[config.mk]
export PLATFORM = sky130hd
export DESIGN_NAME = id_ex_pipe_reg
export DESIGN_NICKNAME = d
export VERILOG_FILES = /design/src/rtl/id_ex_pipe_reg.sv
export SDC_FILE = /design/constraint.sdc
export NUM_CORES = 1
export LEC_CHECK = 0
export BUFFER_PORTS_ARGS = -buffer_cell sky130_fd_sc_hd__buf_2
export CORE_AREA = 4 4 136 138
export CTS_BUF_LIST = sky130_fd_sc_hd__clkbuf_16
export DETAILED_ROUTE_END_ITERATION = 12
export DIE_AREA = 0 0 140 142
export PLACE_DENSITY = 0.73
export SLEW_MARGIN = 20
export SYNTH_ARGS = -nofsm -noshare
export SYNTH_HDL_FRONTEND = slang
export SYNTH_SLANG_ARGS = --single-unit
[constraint.sdc]
create_clock -name clk -period 7.5 [get_ports clk]
set_clock_uncertainty 0.1 [all_clocks]
set_input_delay 0.75 -clock clk [delete_from_list [all_inputs] [get_ports clk]]
set_output_delay 0.75 -clock clk [all_outputs]
set_load 0.05 [all_outputs]
[src/rtl/id_ex_pipe_reg.sv]
// ID/EX pipeline register with freeze (stall), flush (bubble) and
// write-back snoop so held operands track the register file.
//
// Ports:
//   clk, rst          rising-edge clock, async active-high reset
//   freeze, flush     hold / kill contents (flush has priority)
//   id_*              decode-stage operands, addresses and controls
//   wb_en/dest/value  write-back port, snooped while frozen
//   ex_*              registered copies of id_*, plus ex_valid
//   stall_cnt,        saturating event counters, present only when
//   flush_cnt         ID_EX_STALL_CNT_EN is defined
module id_ex_pipe_reg #(
    parameter int DATA_W     = 32,
    parameter int REG_ADDR_W = 4,
    parameter int CNT_W      = 16
) (
    input  logic                  clk,
    input  logic                  rst,
    input  logic                  freeze,
    input  logic                  flush,
    input  logic                  id_valid,
    input  logic [DATA_W-1:0]     id_pc,
    input  logic [DATA_W-1:0]     id_val_rn,
    input  logic [DATA_W-1:0]     id_val_rm,
    input  logic [REG_ADDR_W-1:0] id_src1,
    input  logic [REG_ADDR_W-1:0] id_src2,
    input  logic [REG_ADDR_W-1:0] id_dest,
    input  logic [3:0]            id_exe_cmd,
    input  logic                  id_mem_r_en,
    input  logic                  id_mem_w_en,
    input  logic                  id_wb_en,
    input  logic                  id_b,
    input  logic                  id_s,
    input  logic                  id_imm,
    input  logic [11:0]           id_shift_operand,
    input  logic [23:0]           id_signed_imm_24,
    input  logic                  wb_en,
    input  logic [REG_ADDR_W-1:0] wb_dest,
    input  logic [DATA_W-1:0]     wb_value,
    output logic                  ex_valid,
    output logic [DATA_W-1:0]     ex_pc,
    output logic [DATA_W-1:0]     ex_val_rn,
    output logic [DATA_W-1:0]     ex_val_rm,
    output logic [REG_ADDR_W-1:0] ex_src1,
    output logic [REG_ADDR_W-1:0] ex_src2,
    output logic [REG_ADDR_W-1:0] ex_dest,
    output logic [3:0]            ex_exe_cmd,
    output logic                  ex_mem_r_en,
    output logic                  ex_mem_w_en,
    output logic                  ex_wb_en,
    output logic                  ex_b,
    output logic                  ex_s,
    output logic                  ex_imm,
    output logic [11:0]           ex_shift_operand,
`ifdef ID_EX_STALL_CNT_EN
    output logic [23:0]           ex_signed_imm_24,
    output logic [CNT_W-1:0]      stall_cnt,
    output logic [CNT_W-1:0]      flush_cnt
`else
    output logic [23:0]           ex_signed_imm_24
`endif
);

    // Highest address is the PC, never written through the file.
    localparam logic [REG_ADDR_W-1:0] PC_IDX = '1;

    logic wb_ok;
    logic snoop_rn;
    logic snoop_rm;

    assign wb_ok    = wb_en && ex_valid && (wb_dest != PC_IDX);
    assign snoop_rn = wb_ok && (wb_dest == ex_src1);
    assign snoop_rm = wb_ok && (wb_dest == ex_src2);

    always_ff @(posedge clk or posedge rst) begin
        if (rst) begin
            ex_valid         <= 1'b0;
            ex_pc            <= '0;
            ex_val_rn        <= '0;
            ex_val_rm        <= '0;
            ex_src1          <= '0;
            ex_src2          <= '0;
            ex_dest          <= '0;
            ex_exe_cmd       <= '0;
            ex_mem_r_en      <= 1'b0;
            ex_mem_w_en      <= 1'b0;
            ex_wb_en         <= 1'b0;
            ex_b             <= 1'b0;
            ex_s             <= 1'b0;
            ex_imm           <= 1'b0;
            ex_shift_operand <= '0;
            ex_signed_imm_24 <= '0;
        end else if (flush) begin
            ex_valid         <= 1'b0;
            ex_pc            <= '0;
            ex_val_rn        <= '0;
            ex_val_rm        <= '0;
            ex_src1          <= '0;
            ex_src2          <= '0;
            ex_dest          <= '0;
            ex_exe_cmd       <= '0;
            ex_mem_r_en      <= 1'b0;
            ex_mem_w_en      <= 1'b0;
            ex_wb_en         <= 1'b0;
            ex_b             <= 1'b0;
            ex_s             <= 1'b0;
            ex_imm           <= 1'b0;
            ex_shift_operand <= '0;
            ex_signed_imm_24 <= '0;
        end else if (freeze) begin
            // Held operands follow write-backs that land while stalled.
            if (snoop_rn) ex_val_rn <= wb_value;
            if (snoop_rm) ex_val_rm <= wb_value;
        end else begin
            // Register file writes on the falling edge, so id_val_*
            // already include this cycle's write-back.
            ex_valid         <= id_valid;
            ex_pc            <= id_pc;
            ex_val_rn        <= id_val_rn;
            ex_val_rm        <= id_val_rm;
            ex_src1          <= id_src1;
            ex_src2          <= id_src2;
            ex_dest          <= id_dest;
            ex_exe_cmd       <= id_exe_cmd;
            ex_mem_r_en      <= id_mem_r_en;
            ex_mem_w_en      <= id_mem_w_en;
            ex_wb_en         <= id_wb_en;
            ex_b             <= id_b;
            ex_s             <= id_s;
            ex_imm           <= id_imm;
            ex_shift_operand <= id_shift_operand;
            ex_signed_imm_24 <= id_signed_imm_24;
        end
    end

`ifdef ID_EX_STALL_CNT_EN
    always_ff @(posedge clk or posedge rst) begin
        if (rst) begin
            stall_cnt <= '0;
            flush_cnt <= '0;
        end else begin
            if (freeze && !flush && stall_cnt != '1)
                stall_cnt <= stall_cnt + 1'b1;
            if (flush && flush_cnt != '1)
                flush_cnt <= flush_cnt + 1'b1;
        end
    end
`endif

endmodule

Word level (Yosys, flattened, before mapping)
Cells that the tools add are included.

cells by class
  reduce and logical (&&, ||, !) cells = 4
  equality and inequality tests = 6
  mux-type cells = 34

operators with widths
  kind                  count
  $mux W32              8
  $mux W24              2
  $mux W4               8
  $mux W12              2
  $mux W1               14
  $eq A4 B4 Y1          2
  $ne A3 B1 Y1 const B  2
  $logic_and A1 B1 Y1   4
  $ne A4 B4 Y1 const B  1
  $ne A2 B1 Y1 const B  1

storage, ports and cells
  input bits = 196
  bits in registers = 155
  word-level logic and storage cells = 60

Depth between registers and ports, before layout
  depth after elaboration = 6
  mapped depth = 6
  mapped depth without buffers = 4

Worst setup path before layout
OpenSTA, ideal clock, no wires.

  path type = input to register
  start point = in wb_dest[3]
  end point = reg ex_val_rn[20]
  path buffers = 1
  data required time = 7.275 ns
  setup slack = 5.486 ns
  stages = 5
  arrival time = 1.790 ns
  cells stage by stage = nand4_1 > nand3_1 > o21ai_4 > clkbuf_8 > mux2_2

on the way
  longest elaborated chain between the ends = 4
  elaborated cells between the ends (all ways) = 5
  classes of those cells = eq/ne (3); reduce/logical (2)

RTL lines
  what                        line  text
  from (decl)                 38    input logic [REG_ADDR_W-1:0] wb_dest,
  $ne A4 B4 Y1                71    assign wb_ok = wb_en && ex_valid && (wb_dest != PC_IDX);
  $logic_and A1 B1 Y1         71
  $logic_and A1 B1 Y1 (*)     72    assign snoop_rn = wb_ok && (wb_dest == ex_src1);
  $ne A3 B1 Y1 (no line) (*)  n/a
  to (signal assigned)        112   if (snoop_rn) ex_val_rn <= wb_value;
  to (signal assigned)        119   ex_val_rn <= id_val_rn;
  to (decl)                   42    output logic [DATA_W-1:0] ex_val_rn,

Mark *: on every way between the ends. The rest lies on a longest branch, timed or not.
A chain may end at the register's enable or synchronous reset.

Worst setup path in the final report
  start point = in freeze
  end point = reg ex_val_rn[13]

on the way
  longest elaborated chain between the ends = 2
  elaborated cells between the ends (all ways) = 3
  classes of those cells = eq/ne (1); mux (2)

RTL lines
  what         line  text
  from (decl)  19    input logic freeze,
  $mux W32     110   end else if (freeze) begin
  $mux W32     93    end else if (flush) begin

Several ways; a longest one is shown, not always the timed one.

==> reports/summary.txt <==
status -> complete, no violations
count of hold-fix buffers inserted at cts -> 0
Worst EP required -> 7.70 ns
Mapped Area -> 0.00709 sq mm
standard-cell row count -> 48
most common cell in the netlist -> dfrtp_1
fmax -> 0.359 GHz
Syn. warnings -> 0
Fin. Hold Viols -> 0
Syn Nets -> 817
Avg Cell Area, Syn -> 11.4 sq um
crit path cell chain -> buf_6 > buf_4 > nand2b_1 > a21oi_1 > mux2_2
Critical Path End -> ex_val_rn[13]
post-synthesis cell type count -> 20
chip height -> 142 microns
area of the core -> 0.0172 sq mm
initial core utilization -> 0.413
reg2reg end -> ex_val_rm[18]
Crit. End Element -> flip-flop
clock sink total -> 155
aggregate routed wire length -> 20500 microns
Comb power frac -> 0.222
power density over the cells -> 237 mW/mm^2
MaxCap Viol Count -> 0
drt pass-1 iters -> 4
htree depth -> 4
clock share of power -> 0.369
initial antenna violation count -> 2
HPWL after detailed placement -> 14700 microns
final core occ -> 0.554
number of synthesized flops with an enable pin -> 0
Leakage -> 0.00527 uW
area share of the largest cell type after synthesis -> 0.547
hold crit path type -> in2async
full die area -> 0.0199 sq mm
cell taking the most area after synthesis -> dfrtp_1
CP Depth -> 5
area grow syn2layout -> 34.1%
first-pass GRT wire length -> 32300 microns
routed vias/inst -> 4.89
crit-path max cell delay -> 0.89 ns
P_int -> 1510 uW
sequential share of power -> 0.410
RSZ-0062 raised after global routing -> false
max-slew violation count -> 0
clk_lat worst skew -> 0.41 ns
CP arrival -> 2.98 ns
port bufs -> 350
Post-synth top cells -> 155 x dfrtp_1, 91 x mux2i_1, 91 x nor2_1, 64 x a21oi_1, 64 x nand2b_1
Reg2Reg Depth -> 5
fraction of layout instances using a drive strength above 1 -> 0.468
vias in the first global route -> 6045
CP delay by family, top -> buffers and inverters
total congestion overflow -> 0
sw frac -> 0.331
Final nets -> 1147
WP buf/inv -> 2
setup_tns -> 0 ns
async set-reset flop share out of synthesis -> 1.00
Die W -> 140 microns
Synth area leaders -> dfrtp_1 55%, mux2i_1 13%, mux2_2 9.5%
Post-CTS Resized -> 0
Placement Setup Slack -> 4.33 ns
Peak VDD IR -> 0.142 mV
Crit Reg-Reg Startpoint -> ex_src2[1]
clock slew at reported path FFs -> 0.07 ns
fin crit period -> 2.79 ns
io pins -> 351
# DRC -> 0
average wire per standard cell -> 17.2 microns
Synth Register Bits -> 155
register area share after synthesis -> 0.547
CP Launch Type -> input pin
root buf cell -> clkbuf_16
Final setup viols -> 0
total global-route track usage -> 0.203
Post-Synthesis Cells -> 621
Worst Slack Setup Final -> 4.71 ns
R2R setup slack -> 5.41 ns
DR iter-0 viols -> 137
worst slew pin tran -> 1.02 ns
setup bufs post-CTS -> 0
sw power -> 747 uW
CTS tree -> yes
via count -> 5825
crit path from -> freeze
Final ANT Viol Nets -> 0
clk buf depth -> 2
Worst path slowest cell -> buf_4
Setup CP Type -> in2reg
TritonCTS buffer count -> 17
Final period util -> 0.372
largest net degree at the start of global routing -> 102
power consumption -> 2260 uW
maximum fanout along the worst path -> 101
Slew HR -> 0.321
Final Wtd Congestion -> 0.857
top_reg_cell synth -> dfrtp_1
## worst min-delay path by stage
stage / startpoint / endpoint / slack (ns) / cells past startpoint
5_1_grt: rst / ex_shift_operand[0] / 0.42 / 2
3_3_place_gp: ex_val_rm[26] / ex_val_rm[26] / 0.37 / 1
4_1_cts: rst / ex_shift_operand[1] / 0.39 / 2
6_report: rst / ex_shift_operand[0] / 0.37 / 2
3_5_place_dp: ex_val_rm[26] / ex_val_rm[26] / 0.38 / 1
2_1_floorplan: ex_val_rm[25] / ex_val_rm[25] / 0.73 / 1
## cells in the final DEF, fill, tap and decap left out
| cell | n |
|---|---|
| buf_2 | 348 |
| dfrtp_1 | 155 |
| mux2i_1 | 91 |
| nor2_1 | 91 |
| nand2b_1 | 64 |
| a21oi_1 | 64 |
| mux2_2 | 60 |
| nand2_1 | 32 |
| clkbuf_16 | 17 |
| xnor2_1 | 8 |
| inv_6 | 6 |
| buf_4 | 5 |
| nand4_1 | 3 |
| clkinvlp_4 | 3 |
| diode_2 | 2 |
| o21ai_4 | 2 |
| mux2_1 | 2 |
| mux2_4 | 2 |
| clkinv_2 | 2 |
| clkinv_4 | 2 |
| nand3_1 | 1 |
| and2b_1 | 1 |
| inv_8 | 1 |
| bufinv_16 | 1 |
| clkinv_1 | 1 |
| buf_6 | 1 |
| buf_16 | 1 |
## kinds of logic (layout without fill, tap and decap cells)
family                    Yosys count  in the layout  synth area share
buffers and inverters              45            388            0.0367
xor gates and xnor gates            8              8           0.00988
muxes                             155            155             0.231
DFF                               155            155             0.547
other                               0              2                 0
AOI/OAI and AO/OA                  66             66            0.0497
and+or+nand+nor                   192            192             0.126
## power groups by stage
stage / logic [uW] / clock network (uW) / registers [uW]
after floorplan: 154 / 0 / 1140
after global placement: 499 / 0 / 937
after detailed placement: 506 / 0 / 938
after CTS: 505 / 855 / 924
after global routing: 533 / 892 / 931
final: 500 / 831 / 925
## per-layer routing
layer	routed length [microns]	up-vias	GRT usage
li1	-	2761	-
met5	0	-	0
met1	8210	2774	0.241
met3	1990	29	0.0830
met2	9850	261	0.335
met4	415	0	0.0775
## flip-flops by register name, indices dropped and copies added, names as in the netlist, 4 cells and up
register	cells
ex_signed_imm_24	24
ex_shift_operand	12
ex_dest	4
ex_val_rn	32
ex_val_rm	32
ex_exe_cmd	4
ex_pc	32
ex_src2	4
ex_src1	4
## layout make-up
cell class                      instances  area, sq um
Clock buffer                           17          425
Inverter                                1         8.76
Fill cell                            1555         7660
Sequential cell                       155         3880
Tap cell                              225          282
Timing Repair Buffer                  355         1820
Multi-Input combinational cell        421         2960
Clock inverter                         15          139
Antenna cell                            2         5.00
## metrics by stage
stage | hold WS [ns] | instances | cell area [sq um]
6_report | 0.369 | 1191 | 9510
5_1_grt | 0.417 | 1191 | 9510
3_3_place_gp | 0.366 | 1156 | 8910
2_1_floorplan | 0.728 | 621 | 7090
3_5_place_dp | 0.377 | 1157 | 8940
4_1_cts | 0.390 | 1189 | 9510
## worst reg2reg max path: cells and delay by family, from the launching register on
family	cells	cell delay (ns)
buffers and inverters	1	0.24
AND/OR/NAND/NOR	1	0.17
XOR/XNOR	1	0.20
multiplexers	1	0.36
flip-flops	1	0.41
AO/OA/AOI/OAI	1	0.49
(Power assumes the default switching activity.)
